==> src/rtl/bram_host_master.sv <==
// Host-side command initiator for a BRAM-style control port plus the TPU start/done handshake.
// Optional WAIT_DONE timeout is built when BRAM_HOST_TIMEOUT_EN is defined.
module bram_host_master #(
    parameter int ADDR_W     = 22,
    parameter int DATA_W     = 32,
    parameter int RD_LATENCY = 1,
    parameter int TIMEOUT_W  = 20
) (
    input  logic              clk,
    input  logic              rst,
    input  logic              cmd_valid_i,
    output logic              cmd_ready_o,
    input  logic [1:0]        cmd_op_i,
    input  logic [ADDR_W-1:0] cmd_addr_i,
    input  logic [DATA_W-1:0] cmd_wdata_i,
    input  logic [3:0]        cmd_be_i,
    output logic              rsp_valid_o,
    output logic [DATA_W-1:0] rsp_rdata_o,
    output logic              rsp_timeout_o,
    output logic [ADDR_W-1:0] addr_a_o,
    output logic [DATA_W-1:0] wrdata_a_o,
    output logic              en_a_o,
    output logic [3:0]        we_a_o,
    input  logic [DATA_W-1:0] rddata_a_i,
    output logic              start_o,
    input  logic              done_i
);

    localparam logic [1:0] OP_WRITE = 2'b00;
    localparam logic [1:0] OP_READ  = 2'b01;
    localparam logic [1:0] OP_START = 2'b10;
    localparam logic [1:0] OP_WAIT  = 2'b11;

    typedef enum logic [2:0] {
        IDLE,
        WR,
        RD_ISSUE,
        RD_WAIT,
        STRT,
        WAIT_DONE,
        RESP
    } state_t;

    state_t state_reg, state_next;

    logic [1:0]        op_reg;
    logic [3:0]        be_reg;
    logic [ADDR_W-1:0] addr_reg;
    logic [DATA_W-1:0] wdata_reg;
    logic [DATA_W-1:0] rdata_reg;
    logic [1:0]        lat_cnt_reg;
    logic              done_seen_reg;
    logic              accept;
    logic              done_hit;
    logic              to_hit;

    assign accept   = (state_reg == IDLE) && cmd_valid_i && !rst;
    assign done_hit = done_seen_reg || done_i;

    assign addr_a_o    = addr_reg;
    assign wrdata_a_o  = wdata_reg;
    assign rsp_rdata_o = rdata_reg;

    always_ff @(posedge clk) begin
        if (rst) begin
            state_reg <= IDLE;
        end else begin
            state_reg <= state_next;
        end
    end

    always_comb begin
        state_next  = state_reg;
        cmd_ready_o = 1'b0;
        en_a_o      = 1'b0;
        we_a_o      = 4'b0000;
        start_o     = 1'b0;
        rsp_valid_o = 1'b0;
        case (state_reg)
            IDLE: begin
                cmd_ready_o = !rst;
                if (accept) begin
                    case (cmd_op_i)
                        OP_WRITE: state_next = WR;
                        OP_READ:  state_next = RD_ISSUE;
                        OP_START: state_next = STRT;
                        default:  state_next = WAIT_DONE;
                    endcase
                end
            end
            WR: begin
                en_a_o     = 1'b1;
                we_a_o     = be_reg;
                state_next = RESP;
            end
            RD_ISSUE: begin
                en_a_o     = 1'b1;
                state_next = RD_WAIT;
            end
            RD_WAIT: begin
                // Last wait cycle is the one where the BRAM data is valid.
                if (lat_cnt_reg == 2'(RD_LATENCY - 1)) begin
                    state_next = RESP;
                end
            end
            STRT: begin
                start_o    = 1'b1;
                state_next = RESP;
            end
            WAIT_DONE: begin
                if (done_hit || to_hit) begin
                    state_next = RESP;
                end
            end
            RESP: begin
                rsp_valid_o = 1'b1;
                state_next  = IDLE;
            end
            default: state_next = IDLE;
        endcase
    end

    always_ff @(posedge clk) begin
        if (rst) begin
            op_reg        <= OP_WRITE;
            be_reg        <= 4'b0000;
            addr_reg      <= '0;
            wdata_reg     <= '0;
            rdata_reg     <= '0;
            lat_cnt_reg   <= 2'd0;
            done_seen_reg <= 1'b0;
        end else begin
            if (accept) begin
                op_reg <= cmd_op_i;
                // Port address/data only follow memory commands so they hold otherwise.
                if (cmd_op_i == OP_WRITE || cmd_op_i == OP_READ) begin
                    addr_reg <= cmd_addr_i;
                end
                if (cmd_op_i == OP_WRITE) begin
                    wdata_reg <= cmd_wdata_i;
                    be_reg    <= cmd_be_i;
                end
            end
            if (state_reg == RD_ISSUE) begin
                lat_cnt_reg <= 2'd0;
            end else if (state_reg == RD_WAIT) begin
                lat_cnt_reg <= lat_cnt_reg + 2'd1;
            end
            if (state_next == RESP) begin
                rdata_reg <= (op_reg == OP_READ) ? rddata_a_i : '0;
            end
            // A start re-arms the done catcher; clearing beats a coincident done.
            if (state_reg == STRT) begin
                done_seen_reg <= 1'b0;
            end else if (state_reg == WAIT_DONE && state_next == RESP) begin
                done_seen_reg <= 1'b0;
            end else if (done_i) begin
                done_seen_reg <= 1'b1;
            end
        end
    end

`ifdef BRAM_HOST_TIMEOUT_EN
    localparam logic [TIMEOUT_W-1:0] WAIT_LAST = {{(TIMEOUT_W-1){1'b1}}, 1'b0};

    logic [TIMEOUT_W-1:0] wait_cnt_reg;
    logic                 timeout_reg;

    // Fires on the cycle whose increment would make the counter all-ones.
    assign to_hit = (state_reg == WAIT_DONE) && !done_hit && (wait_cnt_reg == WAIT_LAST);

    always_ff @(posedge clk) begin
        if (rst) begin
            wait_cnt_reg <= '0;
            timeout_reg  <= 1'b0;
        end else begin
            if (accept) begin
                wait_cnt_reg <= '0;
            end else if (state_reg == WAIT_DONE) begin
                wait_cnt_reg <= wait_cnt_reg + 1'b1;
            end
            if (state_next == RESP) begin
                timeout_reg <= to_hit;
            end
        end
    end

    assign rsp_timeout_o = timeout_reg && (state_reg == RESP);
`else
    assign to_hit        = 1'b0;
    assign rsp_timeout_o = 1'b0;
`endif

endmodule

==> config.mk <==
export PLATFORM = sky130hd
export DESIGN_NAME = bram_host_master
export DESIGN_NICKNAME = d
export VERILOG_FILES = /design/src/rtl/bram_host_master.sv
export SDC_FILE = /design/constraint.sdc
export NUM_CORES = 1
export LEC_CHECK = 0
export ABC_AREA = 1
export ABC_CLOCK_PERIOD_IN_PS = 1600
export CAP_MARGIN = 20
export CORE_MARGIN = 2
export CORE_UTILIZATION = 30
export CTS_BUF_LIST = sky130_fd_sc_hd__clkbuf_8
export DETAILED_ROUTE_END_ITERATION = 10
export GPL_TIMING_DRIVEN = 0
export SLEW_MARGIN = 0
export SYNTH_ARGS = -nofsm -noshare
export SYNTH_HDL_FRONTEND = slang
export SYNTH_SLANG_ARGS = --single-unit
==> constraint.sdc <==
create_clock -name clk -period 1.6 [get_ports clk]
set_input_delay 0.24 -clock clk [delete_from_list [all_inputs] [get_ports clk]]
set_output_delay 0.24 -clock clk [all_outputs]
set_load 0.03 [all_outputs]
== Word level (Yosys, flattened, before mapping) ==
Index checks and enable logic that the tools add are counted.
Cells by class
  eq/ne operators: 10
  muxes and demuxes: 11
  add/subtract/negate cells: 1
  reductions and logical operators: 15
Operator list (number)
  32-bit two-way mux: 1
  3-bit case mux with 5 select lines: 1
  3-bit == test (second input constant): 4
  3-bit two-way mux: 3
  3-bit case mux with 3 select lines: 1
  3-bit by 2-bit == test with 1-bit output (second input constant): 2
  2-bit OR reduction: 3
  2-bit by 1-bit == test with 1-bit output (second input constant): 2
  2-bit logical NOT: 2
  1-bit two-way mux: 4
  4-bit two-way mux: 1
  2-bit AND reduction: 2
  3-bit by 1-bit == test with 1-bit output (second input constant): 1
  1-bit logical AND: 3
  3-bit logical NOT: 1
  3-bit OR reduction: 1
  2-bit by 1-bit adder with 2-bit output (second input constant): 1
  2-bit == test (second input constant): 1
  1-bit logical OR: 2
  1-bit logical NOT: 1
Word-level totals
  word-level logic and storage cells: 45
  output and inout port bits: 95
  bits of input ports: 96
  register bits after elaboration: 98

== Logic depth before layout (Yosys ltp) ==
Gate-level depths: netlist (run 1).
  depth in word-level cells: 8
  mapped depth: 11
  mapped depth without buffers: 10

== Worst setup path after synthesis (run 1) ==
Ideal clock, no wire load.
  kind: flip-flop to output port
  from: reg state_reg[0]
  to: out cmd_ready_o
  data required time: 1360 ps
  stages on the path, launching flop included: 3
  path buffers: 1
  arrival time: 1398 ps
  slack: -38 ps
  path through: dfxtp_1 -> buf_2 -> nor4_1
Between the ends
  word-level cells in the longest chain between the ends: 2
RTL lines
  start, declared: RTL line 44  | state_t state_reg, state_next;
  start signal, assigned: RTL line 68  | state_reg <= state_next;
  3-bit logical NOT: RTL line 79  | case (state_reg)
  1-bit two-way mux: RTL line 79
  end, declared: RTL line 12  | output logic cmd_ready_o,
Every way passes these cells.

== Worst setup path in the final report (run 1) ==
  from: reg lat_cnt_reg[0]
  to: reg rdata_reg[28], in the netlist rsp_rdata_o[28]
Between the ends
  word-level cells in the longest chain between the ends: 4
RTL lines
  start, declared: RTL line 51  | logic [1:0] lat_cnt_reg;
  start signal, assigned: RTL line 147  | lat_cnt_reg <= lat_cnt_reg + 2'd1;
  2-bit logical NOT: RTL line 102  | if (lat_cnt_reg == 2'(RD_LATENCY - 1)) begin
  3-bit two-way mux: RTL line 102
  3-bit case mux with 5 select lines: RTL line 79
  3-bit == test: RTL line 149  | if (state_next == RESP) begin
  end signal, assigned: RTL line 150  | rdata_reg <= (op_reg == OP_READ) ? rddata_a_i : '0;
  end, declared: RTL line 50  | logic [DATA_W-1:0] rdata_reg;
Every way passes these cells.
A chain may end at the register's enable or synchronous reset.

==> results of run 1 <==
## kinds of logic after synthesis
family                   Yosys count  share of synthesized area
other                              1                   0.000931
flip-flops                        98                      0.487
buffers and inverters             91                     0.0904
adder cells (fa/ha/maj)            5                     0.0155
AO/OA/AOI/OAI                     69                     0.0863
AND/OR/NAND/NOR                  318                      0.320
## layer usage
layer | routed length, µm | GRT usage | share of wire
met1 | 5530 | 0.214 | 0.44
met3 | 1060 | 0.0608 | 0.084
met2 | 5670 | 0.274 | 0.45
met5 | 0 | 0 | 0
met4 | 314 | 0.0765 | 0.025
## path summary, 6_finish.rpt
kind | start | to | slack, ps | depth (start not counted)
min reg2reg | be_reg[1] | be_reg[1] | 460 | 2
max | lat_cnt_reg[0] | rsp_rdata_o[28] | 50 | 11
min | rst | state_reg[0] | 370 | 2
max reg2reg | lat_cnt_reg[0] | rsp_rdata_o[28] | 50 | 11
## what timing repair did
action / 4_1_cts / 5_1_grt
buffers inserted: 9 / 4
setup endpoints to repair: 186 / 94
pin swaps: 9 / 20
resized for setup: 174 / 60
gates cloned: 0 / 2
## report_power, final
group	switching, mW	internal (mW)	leakage, nW
Sequential	0.302	2.94	0.799
Combinational	2.65	1.70	2.46
Clock	0.891	0.720	0.101
Total	3.84	5.36	3.36
## layout make-up
type,instances,area [µm²],share of cell area
tap,176,220,0.0334
clock buffer,9,124,0.0188
multi-input combinational,393,1870,0.284
buffer,30,201,0.0305
inverter,60,234,0.0355
clock inverter,7,68.8,0.0104
timing repair buffer,204,1900,0.288
sequential,98,1970,0.299
## cells in the final DEF, fill, tap and decap left out, types with 2 or more instances in the layout
cell,count
nor2_2,8
nand4_1,3
inv_1,49
dfxtp_1,94
clkinv_2,3
inv_4,3
a21oi_1,6
nor2_1,195
clkdlybuf4s50_1,92
nand3_2,3
dlygate4sd2_1,89
nand2_1,67
nor2_4,9
clkbuf_2,6
nand3_1,16
nand2_2,6
nand3_4,4
o21ai_0,59
buf_2,5
ha_1,4
clkbuf_8,9
clkbuf_1,11
nor3_1,3
inv_2,8
dfxtp_4,3
o21ai_1,2
buf_4,15
buf_6,13
==> qor.yml, run 1 <==
status: "complete, no violations"
synth-main-ff-cell: "dfxtp_1"
syn_nets: 683
cp_top_family: "simple AND/OR/NAND/NOR gates"
setup_viol: 0
fin_skew_ps: 9.83
gp_congestion: 0.825
gr-total-overflow: 0
timing.setup.tns_ps: 0
grt_max_degree: 17
leakagePower_nw: 3.36
grtUsageTotal: 0.174
netlist.area_leader.share: 0.487
fin_ws_ps: 47.7
yosysTopAreaCell: "dfxtp_1"
synth_seq_cells: 98
synth_edf_count: 0
numCtsBuffers: 9
synthCells: 582
num_antenna_cells: 0
crit_type: "register to register"
fp-row-count: 42
ys_top_cells_by_count: "nor2_1, dfxtp_1, nand2_1"
crit_arrival_ps: 1870
die_w_um: 120
dp_cells: 947
fin_crit_ps: 1550
max_freq_ghz: 0.644
antenna_found_initial: 0
crit_chain: "inv_2 > ha_4 > inv_2 > o21ai_4 > nand2_2 > nor2_4 > nand2_2 > nor2_4 > buf_6 > nor2_1 > nor2_1"
htree_levels: 3
wl_per_cell_um: 12.9
path_max_fanout: 5
final_util: 0.500
syn_avg_cell_area_um2: 6.92
synth_async_sr_flop_share: 0
port_buffers: 189
crit_buf_inv: 3
antenna_left: 0
vias_per_cell: 4.44
clock_sinks: 98
drcViolationCount: 0
dieHeight_um: 120
vias: 4338
drive_gt1_frac: 0.135
fin_total_pwr_mw: 9.20
cts_root_buf: "clkbuf_8"
initial_core_util: 0.305
min_path_type: "input pin to register"
grt_pass1_vias: 4117
pre_cts_ws_ps: -705
worst_setup_path_end_kind: "register"
finalHoldViolCount: 0
clk_latency_ps: 380
final_area_um2: 6600
place_area_um2: 6150
required_ps: 1920
grt_pass1_wl_um: 19800
dr.pass1.iters: 4
drtIter0Drc: 172
synth_most_common_cell: "nor2_1"
synth-warning-count: 0
cts_tree: "done"
critPathSlowestCell: "dfxtp_2"
synth_seq_area_share: 0.487
core_um2: 13200
cts.path.max_buffers: 2
holdWs_ps: 371
fill_cells: 1331
slowest_delay_ps: 330
drv_cap: 0
slew_violations: 0
hpwl_um: 9190
routed_wirelength_um: 12600
power-per-cell-area_nw_per_um2: 1390
layout.nets: 897
critPathLaunchType: "register"
grt_setup_unrepaired: "yes"
layout.cells.non_filler: 977
hold_buffers: 0
synth_area_leaders: "dfxtp_1, nor2_1, o21ai_0"
dieArea_um2: 14400
period_share: 0.970
peakVddDrop_v: 0.000473
io_pins: 191
clkTransAtPathRegs_ps: 90
area_growth_pct: 63.8
syn_area_um2: 4030
ys_types: 24
No activity file was read; power rests on OpenSTA's default activity.
==> run 2, diff against run 1 <==
--- a/config.mk
+++ b/config.mk
@@ -13,6 +13,7 @@
 export CTS_BUF_LIST = sky130_fd_sc_hd__clkbuf_8
 export DETAILED_ROUTE_END_ITERATION = 10
 export GPL_TIMING_DRIVEN = 0
+export PLACE_DENSITY = 0.67
 export SLEW_MARGIN = 0
 export SYNTH_ARGS = -nofsm -noshare
 export SYNTH_HDL_FRONTEND = slang
==> run 2 against run 1 <==
Compared with the run above: register-to-register slack lost 60 ps; the flow now finishes with violations (negative setup slack); die area unchanged; sequential power about the same; combinational power hardly changed; cell area increased by 1.7%; non-clock buffer count increased by 2; critical path depth is 3 lower; final cell count grew 0.20%; total power rose by 1.3%; sequential cell count is the same.
==> qor.yml, run 2 (same netlist as run 1, synthesis figures left out) <==
peakVddDrop_v: 0.000518  # +9.6%
clk_latency_ps: 370  # about the same
clkTransAtPathRegs_ps: 90  # about the same
hpwl_um: 8680  # -5.5%
core_um2: 13200  # unchanged
dieHeight_um: 120  # unchanged
required_ps: 1910  # about the same
slowest_delay_ps: 390  # +60 ps
slew_violations: 0  # unchanged
final_util: 0.509  # +0.00854
grt_setup_unrepaired: "yes"
die_w_um: 120  # unchanged
fin_skew_ps: 6.50  # -3.32 ps
htree_levels: 3  # unchanged
seqPwrFrac: 0.346  # -0.006
cp_num_cells: 8  # -3
grt_use_met3: 0.0585  # -0.00238
grtUsageTotal: 0.168  # -0.00574
cts.path.max_buffers: 2  # unchanged
vias_per_cell: 4.32  # -2.8%
setup_viol: 4  # +4
fin_total_pwr_mw: 9.32  # +1.3%
grt_pass1_vias: 4005  # -2.7%
wl_per_cell_um: 12.5  # -2.5%
layout_common_cells: "nor2_1, dfxtp_1, clkdlybuf4s50_1"
numCtsBuffers: 9  # unchanged
grt_util_met1: 0.206  # -0.00838
clock_sinks: 98  # unchanged
dieArea_um2: 14400  # unchanged
cts_tree: "done"
max_freq_ghz: 0.619  # -4.0%
fin_ws_ps: -16.8  # -64.5 ps
crit_buf_inv: 1  # -2
gr-total-overflow: 0  # unchanged
power.switching_mw: 3.78  # -1.5%
status: "finished with violations"
drtIter0Drc: 158  # -8.1%
worst_setup_path_end_kind: "register"
period_share: 1.01  # +0.0403
drive_gt1_frac: 0.157  # +0.0221
cts_root_buf: "clkbuf_8"
crit_type: "register to register"
io_pins: 191  # unchanged
min_path_type: "input pin to register"
clockPowerShare: 0.184  # +0.009
drv_cap: 0  # unchanged
gr-usage-met2: 0.270  # -0.00393
intPower_mw: 5.54  # +3.4%
vias: 4226  # -2.6%
area_growth_pct: 66.6
crit_arrival_ps: 1930  # +60 ps
fp-row-count: 42  # unchanged
gp_congestion: 0.817  # -0.98%
final_common_cell: "nor2_1"
critPathLaunchType: "register"
dr.pass1.iters: 4  # unchanged
initial_core_util: 0.305  # unchanged
busiest_layer: "met2"
antenna_found_initial: 0  # unchanged
finalHoldViolCount: 0  # unchanged
critPathSlowestCell: "dfxtp_4"
num_antenna_cells: 0  # unchanged
crit_chain: "nor2_4 > nand4_1 > nand3_4 > nand3_4 > clkbuf_16 > nand2_4 > nand2_1 > nor2_1"
drcViolationCount: 0  # unchanged
fin_crit_ps: 1620  # +64.5 ps
layout.nets: 899  # +0.22%
switching_share: 0.406  # -0.0118
cp_top_family: "simple AND/OR/NAND/NOR gates"
failed_checks: "negative setup slack"
ff2ff_path_depth: 8  # -3
leakagePower_nw: 3.41  # +1.4%
grt_max_degree: 15  # -2
power-per-cell-area_nw_per_um2: 1390  # -0.36%
crit_top_cell: "nand3_4"
port_buffers: 189  # unchanged
path_max_fanout: 8  # +3
p_comb_frac: 0.470  # -0.002
routed_wirelength_um: 12300  # -2.3%
grt_pass1_wl_um: 19200  # -3.3%
min_path_cells: 3  # +1
antenna_left: 0  # unchanged
[run 2: final timing paths]
| kind | from | endpoint | slack (ps) |
|---|---|---|---|
| setup / recovery | state_reg[0] | rsp_rdata_o[10] | -20 |
| hold / removal | cmd_op_i[1] | op_reg[1] | 270 |
| setup reg to reg | state_reg[0] | rsp_rdata_o[10] | -20 |
| hold reg to reg | be_reg[1] | be_reg[1] | 460 |
[run 2: repair_timing]
item / 4_1_cts / 5_1_grt
buffers inserted: 10 / 5
hold buffers: 0 / 0
cloned: 0 / 3
resized for setup: 176 / 80
pin swaps: 9 / 32
endpoints found under the setup margin: 185 / 95
[run 2: area by class of cell]
cell class / count / area, µm²
timing repair buffer: 207 / 1950
inverter: 60 / 236
tap: 176 / 220
clock buffer: 13 / 179
sequential: 98 / 1980
buffer: 29 / 206
fill: 1349 / 6480
clock inverter: 3 / 37.5
multi-input combinational: 393 / 1910
[run 2: stage by stage]
stage                     instances  hold slack (ps)  instance area [µm²]  setup slack [ps]  TNS [ps]
after floorplan                 582              312                 4040              84.6         0
after global placement          947              437                 6150              -754    -60650
after detailed placement        947              439                 6150              -735    -60520
after CTS                       972              345                 6430              2.32         0
after global routing            979              295                 6710              -121     -3110
final                           979              267                 6710             -16.8     -47.9
[run 2: power groups by stage]
stage	logic [mW]	registers, mW	clock network, mW
after floorplan	1.64	4.02	0
after global placement	3.95	3.21	0
after detailed placement	3.96	3.22	0
after CTS	3.99	3.17	1.79
after global routing	4.76	3.28	1.90
final	4.38	3.22	1.72
[run 2: routing by layer]
metal / share of wire / up-vias
met3: 0.077 / 14
met1: 0.44 / 1887
met5: 0 / -
met4: 0.016 / 0
met2: 0.47 / 119
li1: - / 2206
[run 2: worst min-delay path: stages]
cell and delay, ps:
dlymetal6s2s_1 150, o21ai_0 100, a21oi_1 110
